### src/rtl/key_pkg.sv
// Shared types and default constants for the key debounce block.
package key_pkg;

    localparam int W_KEY_DEF        = 4;
    localparam int W_CNT_DEF        = 16;
    localparam int DEBOUNCE_CNT_DEF = 1000;
    localparam int HOLD_CNT_DEF     = 4000;

    typedef logic [W_CNT_DEF-1:0] cnt_t;

endpackage

### src/rtl/key_debounce_cell.sv
// One key: two-flop synchronizer, debounce counter, press/release pulses and,
// with KEY_DEBOUNCE_HOLD_EN defined, a long-press hold counter.
module key_debounce_cell
    import key_pkg::*;
#(
    parameter int w_cnt        = W_CNT_DEF,
    parameter int debounce_cnt = DEBOUNCE_CNT_DEF,
    parameter int hold_cnt     = HOLD_CNT_DEF
) (
    input  logic clk,
    input  logic rst,
    input  logic i_key,
    output logic o_state,
    output logic o_pressed,
    output logic o_released,
    output logic o_held
);

    if (debounce_cnt < 1 || hold_cnt < 1 ||
        debounce_cnt > (2**w_cnt - 1) || hold_cnt > (2**w_cnt - 1)) begin : g_bad_param
        $error("key_debounce_cell: debounce_cnt/hold_cnt out of range for w_cnt");
    end

    localparam logic [w_cnt-1:0] DB_LAST = w_cnt'(debounce_cnt - 1);

    logic             r_s1;
    logic             r_s2;
    logic [w_cnt-1:0] r_cnt;
    logic             r_state;
    logic             r_pressed;
    logic             r_released;
    logic             w_accept;
    logic             w_state_nxt;

    assign w_accept    = (r_s2 != r_state) && (r_cnt == DB_LAST);
    assign w_state_nxt = w_accept ? r_s2 : r_state;

    always_ff @(posedge clk) begin
        if (rst) begin
            r_s1       <= 1'b0;
            r_s2       <= 1'b0;
            r_cnt      <= '0;
            r_state    <= 1'b0;
            r_pressed  <= 1'b0;
            r_released <= 1'b0;
        end else begin
            r_s1       <= i_key;
            r_s2       <= r_s1;
            r_pressed  <= 1'b0;
            r_released <= 1'b0;
            // Any sample matching the stable level restarts the count.
            if (r_s2 == r_state) begin
                r_cnt <= '0;
            end else if (w_accept) begin
                r_state    <= r_s2;
                r_cnt      <= '0;
                r_pressed  <= r_s2;
                r_released <= ~r_s2;
            end else begin
                r_cnt <= r_cnt + 1'b1;
            end
        end
    end

    assign o_state    = r_state;
    assign o_pressed  = r_pressed;
    assign o_released = r_released;

`ifdef KEY_DEBOUNCE_HOLD_EN
    localparam logic [w_cnt-1:0] HOLD_LAST = w_cnt'(hold_cnt - 1);

    logic [w_cnt-1:0] r_hcnt;
    logic             r_held;

    // Keyed off the next state so key_held falls on the release edge itself,
    // while counting only starts the cycle after the press is accepted.
    always_ff @(posedge clk) begin
        if (rst) begin
            r_hcnt <= '0;
            r_held <= 1'b0;
        end else if (!w_state_nxt) begin
            r_hcnt <= '0;
            r_held <= 1'b0;
        end else if (r_state) begin
            if (r_hcnt == HOLD_LAST) begin
                r_held <= 1'b1;
            end else begin
                r_hcnt <= r_hcnt + 1'b1;
            end
        end
    end

    assign o_held = r_held;
`else
    assign o_held = 1'b0;
`endif

endmodule

### src/rtl/key_debounce.sv
// Debounces w_key independent raw key inputs; long-press detection is built
// only when KEY_DEBOUNCE_HOLD_EN is defined (key_held reads 0 otherwise).
module key_debounce
    import key_pkg::*;
#(
    parameter int w_key        = W_KEY_DEF,
    parameter int w_cnt        = W_CNT_DEF,
    parameter int debounce_cnt = DEBOUNCE_CNT_DEF,
    parameter int hold_cnt     = HOLD_CNT_DEF
) (
    input  logic             clk,
    input  logic             rst,
    input  logic [w_key-1:0] key,
    output logic [w_key-1:0] key_state,
    output logic [w_key-1:0] key_pressed,
    output logic [w_key-1:0] key_released,
    output logic [w_key-1:0] key_held
);

    for (genvar i = 0; i < w_key; i++) begin : g_cell
        key_debounce_cell #(
            .w_cnt        (w_cnt),
            .debounce_cnt (debounce_cnt),
            .hold_cnt     (hold_cnt)
        ) u_cell (
            .clk        (clk),
            .rst        (rst),
            .i_key      (key[i]),
            .o_state    (key_state[i]),
            .o_pressed  (key_pressed[i]),
            .o_released (key_released[i]),
            .o_held     (key_held[i])
        );
    end

endmodule

### config.mk
export PLATFORM = sky130hd
export DESIGN_NAME = key_debounce
export DESIGN_NICKNAME = d
export VERILOG_FILES = /design/src/rtl/key_pkg.sv /design/src/rtl/key_debounce_cell.sv /design/src/rtl/key_debounce.sv
export SDC_FILE = /design/constraint.sdc
export NUM_CORES = 1
export LEC_CHECK = 0
export BUFFER_PORTS_ARGS = -buffer_cell sky130_fd_sc_hd__buf_2
export CORE_ASPECT_RATIO = 0.9
export CORE_MARGIN = 4
export CORE_UTILIZATION = 64
export CTS_CLUSTER_SIZE = 10
export DETAILED_ROUTE_END_ITERATION = 8
export GPL_TIMING_DRIVEN = 0
export HOLD_SLACK_MARGIN = 0.1
export PLACE_DENSITY = 0.83
export SKIP_CTS_REPAIR_TIMING = 1
export SLEW_MARGIN = 20
export SYNTH_ARGS = -nofsm -noshare
export SYNTH_HDL_FRONTEND = slang
export SYNTH_SLANG_ARGS = --single-unit
### constraint.sdc
create_clock -name clk -period 2.95 [get_ports clk]
set_input_delay 0.885 -clock clk [delete_from_list [all_inputs] [get_ports clk]]
set_output_delay 0.885 -clock clk [all_outputs]
set_load 0.02 [all_outputs]
==> results of run 1 <==
==> flip-flops by register name, summed over array words and instances (netlist names) <==
name	flops
g_cell.u_cell.o_pressed	4
g_cell.u_cell.o_released	4
g_cell.u_cell.o_state	4
g_cell.u_cell.r_cnt	64
g_cell.u_cell.r_s1	4
g_cell.u_cell.r_s2	4
==> cell usage after synthesis (all sizes together) <==
master  instances
conb            1
o21ai           2
and4b           1
buf            22
or4             8
nor4bb          1
dfxtp          84
nand3b          1
ha              4
nand2          18
nor4b           2
clkbuf          4
xnor2          49
a31o            1
nor2b           9
nand4b          1
inv            11
nor2           76
mux2i           3
nor4           20
nor3           19
and3            4
nand4          16
a21oi           3
a21bo           1
or3             2
xor2            9
nand3          20
and3b           2
==> power by group <==
part	internal (mW)	switching [mW]	leakage (nW)
logic	0.0149	0.0230	0.539
clock network	0.478	0.386	0.105
registers	1.14	0.00475	0.678
==> worst max-delay path by stage <==
stage / cells after the start / endpoint
3_5_place_dp: 4 / g_cell[1].u_cell.o_pressed$_SDFF_PP0_
3_3_place_gp: 4 / g_cell[3].u_cell.o_released$_SDFF_PP0_
4_1_cts: 6 / g_cell[1].u_cell.r_cnt[15]$_SDFF_PP0_
6_report: 6 / g_cell[1].u_cell.r_cnt[15]$_SDFF_PP0_
2_1_floorplan: 6 / g_cell[3].u_cell.r_cnt[13]$_SDFF_PP0_
5_1_grt: 6 / g_cell[1].u_cell.r_cnt[15]$_SDFF_PP0_
==> kinds of logic after synthesis <==
group / after synthesis
simple gates: 200
flops: 84
xor+xnor: 58
buf+inv: 37
compound gates: 7
fa+ha+maj: 4
mux: 3
other cells: 1
==> per-stage QoR <==
stage          setup slack, ns  instances  hold slack [ns]
4_1_cts                  0.833        497            0.441
2_1_floorplan             1.10        397            0.414
3_3_place_gp             0.875        481            0.420
5_1_grt                  0.681        497            0.459
6_report                 0.808        497            0.438
3_5_place_dp             0.824        481            0.422
==> metal layers <==
metal | up-vias | routed length, um
met1 | 1240 | 2910
met2 | 40 | 3020
met4 | 0 | 101
met5 | - | 0
met3 | 7 | 226
li1 | 1388 | -
==> worst max-delay path: stages, from the launching register on <==
cell and delay, ns:
sky130_fd_sc_hd__dfxtp_1 0.42, sky130_fd_sc_hd__ha_1 0.27, sky130_fd_sc_hd__and4b_1 0.26, sky130_fd_sc_hd__nand4b_1 0.14, sky130_fd_sc_hd__o21ai_1 0.42, sky130_fd_sc_hd__clkbuf_1 0.40
sky130_fd_sc_hd__nor2_1 0.10
==> cell type report <==
cell class                      count  area share (%)
Clock buffer                       12            3.42
Tap cell                           67            2.12
Inverter                           11            1.04
Timing Repair Buffer               17            2.15
Multi-Input combinational cell    276            42.3
Buffer                             26            4.56
Sequential cell                    84            42.5
Clock inverter                      4            1.87
==> metrics.log, run 1 <==
[metrics] clock slew at the register clock pins of the worst setup and hold paths: 0.08 ns
[metrics] most common library cell in the layout ignoring fill and taps: sky130_fd_sc_hd__dfxtp_1
[metrics] final clock period utilization by the worst path: 72.6%
[metrics] horizontal die dimension: 86.7 um
[metrics] max-slew headroom at the worst pin: 66.0%
[metrics] worst-case clock skew: 0.00804 ns
[metrics] launch instance of the worst register-to-register path: g_cell[1].u_cell.r_cnt[1]$_SDFF_PP0_
[metrics] Placed Instance Area: 0.00375 mm2
[metrics] Hold Crit Start: g_cell[2].u_cell.r_s1$_SDFF_PP0_
[metrics] clock buffers created by TritonCTS: 9
[metrics] launch point of the critical path: g_cell[1].u_cell.r_cnt[1]$_SDFF_PP0_
[metrics] post-synthesis simple-gate area fraction: 28.8%
[metrics] Top Usage Layer GRT: met2
[metrics] number of detailed-routing iterations run before antenna repair: 4
[metrics] worst reg2reg path depth: 6
[metrics] largest buffer count on any clock path: 2
[metrics] DRC marker count from the first detailed-route iteration: 88
[metrics] Worst-Skew Late Latency: 0.34 ns
[metrics] global-route wire length before repair: 11.0 mm
[metrics] area growth from synthesis to final layout: 10.9%
[metrics] fraction of the mapped netlist area in adder cells: 1.40%
[metrics] GRT Resource Usage Total: 20.1%
[metrics] I/O pin count: 22
[metrics] remaining antenna violation count after routing: 0
[metrics] DRC violation count after routing: 0
[metrics] number of clock sinks: 84
[metrics] mean number of vias per cell: 5.38
[metrics] type of the setup path with the least slack: flip-flop to flip-flop
[metrics] starting density of the core: 67.1%
[metrics] grt total ovfl: 0
[metrics] input/output buffers: 17
[metrics] number of antenna repair diodes: 0
[metrics] power after layout: 2.05 mW
[metrics] leading cell types in the layout, fill and taps excluded: 84 x sky130_fd_sc_hd__dfxtp_1, 76 x sky130_fd_sc_hd__nor2_1, 49 x sky130_fd_sc_hd__xnor2_1, 20 x sky130_fd_sc_hd__nand3_1, 20 x sky130_fd_sc_hd__buf_2
[metrics] Hold Violations, Final: 0
[metrics] instance count of the mapped netlist: 394
[metrics] met3 Use GR: 4.88%
[metrics] Distinct cells, synth: 35
[metrics] H-tree depth: 3
[metrics] maximum frequency from static timing analysis: 467 MHz
[metrics] maximum number of pins on one net before global-route repair: 14
[metrics] top cells by area in the synthesized netlist: sky130_fd_sc_hd__dfxtp_1 47%, sky130_fd_sc_hd__xnor2_1 12%, sky130_fd_sc_hd__nor2_1 8.0%
[metrics] hpwl dp: 4.39 mm
[metrics] Worst Tran Pin Value: 0.511 ns
[metrics] class of the worst hold path: flip-flop to flip-flop
[metrics] RSZ-0062 raised after global routing: false
[metrics] Seq cells post-synth: 84
[metrics] post-synthesis compound-gate area fraction: 1.23%
[metrics] worst endpoint required time: 3.17 ns
[metrics] WL/cell: 12.6 um
[metrics] setup TNS after final layout: 0 ns
[metrics] antenna violations before repair: 0
[metrics] die area: 0.00683 mm2
[metrics] critical path capture point type: flip-flop
[metrics] MaxCap Viol Count: 0
[metrics] average instance area after synthesis: 9.05 um2
[metrics] area of the core: 0.00532 mm2
[metrics] layout cell share with drive strength beyond 1: 13.7%
[metrics] endpoint with the worst hold slack: g_cell[2].u_cell.r_s2$_SDFF_PP0_
[metrics] library cell with the largest summed area after synthesis: sky130_fd_sc_hd__dfxtp_1
[metrics] multiplexer fraction of the synthesized cell area: 0.842%
[metrics] total via count after detailed routing: 2675
[metrics] post-route design area: 0.00396 mm2
[metrics] synthesized-area fraction occupied by xor and xnor cells: 14.2%
[metrics] # rows: 25
[metrics] startpoint kind of the worst setup timing path: flip-flop
[metrics] setup slack, reg-to-reg: 0.81 ns
[metrics] cell chosen for the clock root: sky130_fd_sc_hd__clkbuf_8
[metrics] end-of-flow core utilization: 74.4%
[metrics] synthesis warning total: 0
[metrics] Die Ht: 78.8 um
[metrics] Critical Path Fanout Max: 10
[metrics] Worst Path Arrival: 2.37 ns
[metrics] Seq/Total Area, Yosys: 47.2%
[metrics] Routed Wire Length: 6.26 mm
[metrics] vias in the first global route: 2503
[metrics] maximum vdd ir drop: 496 uV
[metrics] final-stage net count: 435
[metrics] Fillers: 408
[metrics] area of the multi-input gates: 0.00167 mm2
[metrics] number of setup violations in the final report: 0
[metrics] M1 GR Usage: 24.3%
[metrics] Cells on Worst Hold Path: 1
[metrics] leak pwr: 1.32 nW
[metrics] share of Yosys cell area claimed by the top area cell type: 47.2%
[metrics] met2 Resource Use GR: 33.8%
[metrics] Slew Limit Fails: 0
[metrics] main combinational cell family by area after synthesis: simple AND/OR/NAND/NOR gates
[metrics] fin crit period: 2.14 ns
[metrics] Cell Pwr Density: 517 mW/mm2
[metrics] routability congestion estimate from global placement: 0.831
[metrics] Synth Cell Area: 0.00357 mm2
[metrics] Critical R2R Capture: g_cell[1].u_cell.r_cnt[15]$_SDFF_PP0_
[metrics] TritonCTS clock tree: yes
[metrics] Reg area: 0.00168 mm2
[metrics] outcome: finished, final reports clean
Power figures use the tool's default switching activity.
==> run 2: changes to the inputs <==
--- a/config.mk
+++ b/config.mk
@@ -8,12 +8,12 @@
 export BUFFER_PORTS_ARGS = -buffer_cell sky130_fd_sc_hd__buf_2
 export CORE_ASPECT_RATIO = 0.9
 export CORE_MARGIN = 4
-export CORE_UTILIZATION = 64
+export CORE_UTILIZATION = 54
 export CTS_CLUSTER_SIZE = 10
 export DETAILED_ROUTE_END_ITERATION = 8
 export GPL_TIMING_DRIVEN = 0
 export HOLD_SLACK_MARGIN = 0.1
-export PLACE_DENSITY = 0.83
+export PLACE_DENSITY = 0.75
 export SKIP_CTS_REPAIR_TIMING = 1
 export SLEW_MARGIN = 20
 export SYNTH_ARGS = -nofsm -noshare
==> constraint.sdc (replaced) <==
create_clock -name clk -period 1.8 [get_ports clk]
set_input_delay 0.54 -clock clk [delete_from_list [all_inputs] [get_ports clk]]
set_output_delay 0.54 -clock clk [all_outputs]
set_load 0.02 [all_outputs]
==> run 2 against run 1 <==
Net effect: the flow now finishes with violations (setup timing); sequential share of layout area fell by 3.6 points; critical path depth is 3 lower; clock power grew 51%; flip-flop and latch count stayed put; via count grew 2.9%; critical endpoint is now g_cell[3].u_cell.o_released$_SDFF_PP0_.
==> metrics.log, run 2 (synthesis results as in run 1) <==
[metrics] Fillers: 451 (+11%)
[metrics] I/O pin count: 22 (unchanged)
[metrics] H-tree depth: 3 (unchanged)
[metrics] Die Ht: 85.1 um (+8.0%)
[metrics] end-of-flow core utilization: 70.1% (-4.3 points)
[metrics] horizontal die dimension: 93.7 um (+8.0%)
[metrics] Worst Path Arrival: 2.16 ns (-0.21 ns)
[metrics] remaining antenna violation count after routing: 0 (unchanged)
[metrics] global-route wire length before repair: 11.2 mm (+2.0%)
[metrics] antenna violations before repair: 0 (unchanged)
[metrics] GRT Resource Usage Total: 17.0% (-3.1 points)
[metrics] share of total power in combinational logic: 2.7% (+0.8 points)
[metrics] number of setup violations in the final report: 40 (+40)
[metrics] area growth from synthesis to final layout: 22.8%
[metrics] Placed Instance Area: 0.00378 mm2 (+1.0%)
[metrics] final hold slack: 0.405 ns (-0.0331 ns)
[metrics] leading cell types in the layout, fill and taps excluded: 73 x sky130_fd_sc_hd__dfxtp_1, 55 x sky130_fd_sc_hd__nor2_1, 49 x sky130_fd_sc_hd__xnor2_1, 28 x sky130_fd_sc_hd__buf_4
[metrics] worst endpoint required time: 2.02 ns (-1.15 ns)
[metrics] vias in the first global route: 2487 (-0.64%)
[metrics] # rows: 27 (+8.0%)
[metrics] number of detailed-routing iterations run before antenna repair: 4 (unchanged)
[metrics] total via count after detailed routing: 2753 (+2.9%)
[metrics] clock slew at the register clock pins of the worst setup and hold paths: 0.08 ns (about the same)
[metrics] fin crit period: 1.94 ns (-0.205 ns)
[metrics] layout cell share with drive strength beyond 1: 27.1% (+13 points)
[metrics] setup slack, reg-to-reg: -0.14 ns (-0.95 ns)
[metrics] input/output buffers: 17 (unchanged)
[metrics] number of antenna repair diodes: 0 (unchanged)
[metrics] outcome: finished with violations
[metrics] Hold Violations, Final: 0 (unchanged)
[metrics] cell occurring most often along the worst timing path: sky130_fd_sc_hd__or4_4
[metrics] final-stage net count: 451 (+3.7%)
[metrics] final clock period utilization by the worst path: 108% (+35 points)
[metrics] maximum vdd ir drop: 496 uV (+0.10%)
[metrics] Top reg by flops: g_cell.u_cell.r_cnt
[metrics] Critical Path, Cell by Cell: or4_4 -> or4_4 -> nor4_1
[metrics] area of the core: 0.00625 mm2 (+18%)
[metrics] Cell Pwr Density: 747 mW/mm2 (+44%)
[metrics] flip-flop count of the largest register after layout: 64 (unchanged)
[metrics] DRC marker count from the first detailed-route iteration: 89 (+1.1%)
[metrics] Clk pwr share: 40.1% (-2.1 points)
[metrics] cell chosen for the clock root: sky130_fd_sc_hd__clkbuf_8
[metrics] maximum number of pins on one net before global-route repair: 14 (unchanged)
[metrics] post-route design area: 0.00438 mm2 (+11%)
[metrics] number of clock sinks: 84 (unchanged)
[metrics] most common library cell in the layout ignoring fill and taps: sky130_fd_sc_hd__dfxtp_1
[metrics] Critical Path Fanout Max: 6 (-4)
[metrics] routability congestion estimate from global placement: 0.820 (-1.4%)
[metrics] critical path's largest stage delay: 0.63 ns (+0.21 ns)
[metrics] leak pwr: 1.44 nW (+8.9%)
[metrics] mean number of vias per cell: 5.17 (-4.0%)
[metrics] maximum frequency from static timing analysis: 516 MHz (+11%)
[metrics] setup TNS after final layout: -2.48 ns (-2.48 ns)
[metrics] grt total ovfl: 0 (unchanged)
[metrics] MaxCap Viol Count: 0 (unchanged)
[metrics] critical path capture point type: flip-flop
[metrics] Net Switching: 689 uW (+66%)
[metrics] share of total power in sequential cells: 57.2% (+1.3 points)
[metrics] Switching Share: 21.1% (+0.83 points)
[metrics] WL/cell: 12.8 um (+1.8%)
[metrics] die area: 0.00797 mm2 (+17%)
[metrics] Worst-Skew Late Latency: 0.34 ns (about the same)
[metrics] startpoint kind of the worst setup timing path: flip-flop
[metrics] DRC violation count after routing: 0 (unchanged)
[metrics] largest buffer count on any clock path: 2 (unchanged)
[metrics] Routed Wire Length: 6.84 mm (+9.2%)
[metrics] violations in the final reports: setup timing
[metrics] cell internal power dissipation: 2.58 mW (+58%)
[metrics] worst-case clock skew: 0.0108 ns (+0.00273 ns)
[metrics] type of the setup path with the least slack: flip-flop to flip-flop
[metrics] TritonCTS clock tree: yes
[metrics] RSZ-0062 raised after global routing: true
[metrics] Slew Limit Fails: 0 (unchanged)
[metrics] power after layout: 3.27 mW (+60%)
[metrics] clock buffers created by TritonCTS: 9 (unchanged)
[metrics] class of the worst hold path: input port to flip-flop
[metrics] hpwl dp: 4.33 mm (-1.4%)
[metrics] cell with the biggest individual delay on the critical path: sky130_fd_sc_hd__or4_4
[metrics] Worst Setup Slack, final: -0.138 ns (-0.945 ns)
[metrics] starting density of the core: 57.1% (-10 points)
## run 2: worst paths after layout
path | cells past startpoint | from | end
hold / removal | 2 | key[0] | g_cell[0].u_cell.r_s1$_SDFF_PP0_
setup reg to reg | 3 | g_cell[3].u_cell.r_cnt[3]$_SDFF_PP0_ | g_cell[3].u_cell.o_released$_SDFF_PP0_
setup / recovery | 3 | g_cell[3].u_cell.r_cnt[3]$_SDFF_PP0_ | g_cell[3].u_cell.o_released$_SDFF_PP0_
hold reg to reg | 1 | g_cell[0].u_cell.r_s1$_SDFF_PP0_ | g_cell[0].u_cell.r_s2$_SDFF_PP0_
## run 2: metrics by stage
step | instances | setup WS (ns)
after detailed placement | 501 | -0.286
final | 533 | -0.138
after floorplan | 397 | -0.0376
after CTS | 517 | -0.334
after global placement | 501 | -0.205
after global routing | 533 | -0.195
## run 2: power groups by stage
stage / clock network [mW] / registers [mW] / logic, mW
global route: 1.42 / 1.87 / 0.0963
floorplan: 0 / 1.92 / 0.0466
finish: 1.31 / 1.87 / 0.0885
detailed placement: 0 / 1.92 / 0.0615
CTS: 1.34 / 1.87 / 0.0617
global placement: 0 / 1.92 / 0.0598
## run 2: final cells by class
class | count | area (um2) | share of cell area, %
clock buffer | 12 | 145 | 3.31
tap | 87 | 109 | 2.48
multi-input combinational | 276 | 1850 | 42.2
clock inverter | 4 | 48.8 | 1.11
buffer | 25 | 210 | 4.80
sequential | 84 | 1700 | 38.9
inverter | 11 | 41.3 | 0.943
timing repair buffer | 34 | 273 | 6.23
## run 2: metal layers
metal	wire, um	GRT usage (%)	vias to the layer above
li1	-	-	1424
met1	3400	23.3	1271
met2	3110	26.4	53
met3	286	5.41	5
met4	40	4.20	0
met5	0	0	-
## run 2: worst max-delay path, delay by kind of cell (launching register included)
family	cells	cell delay, ns
DFF	1	0.36
and+or+nand+nor	3	1.46
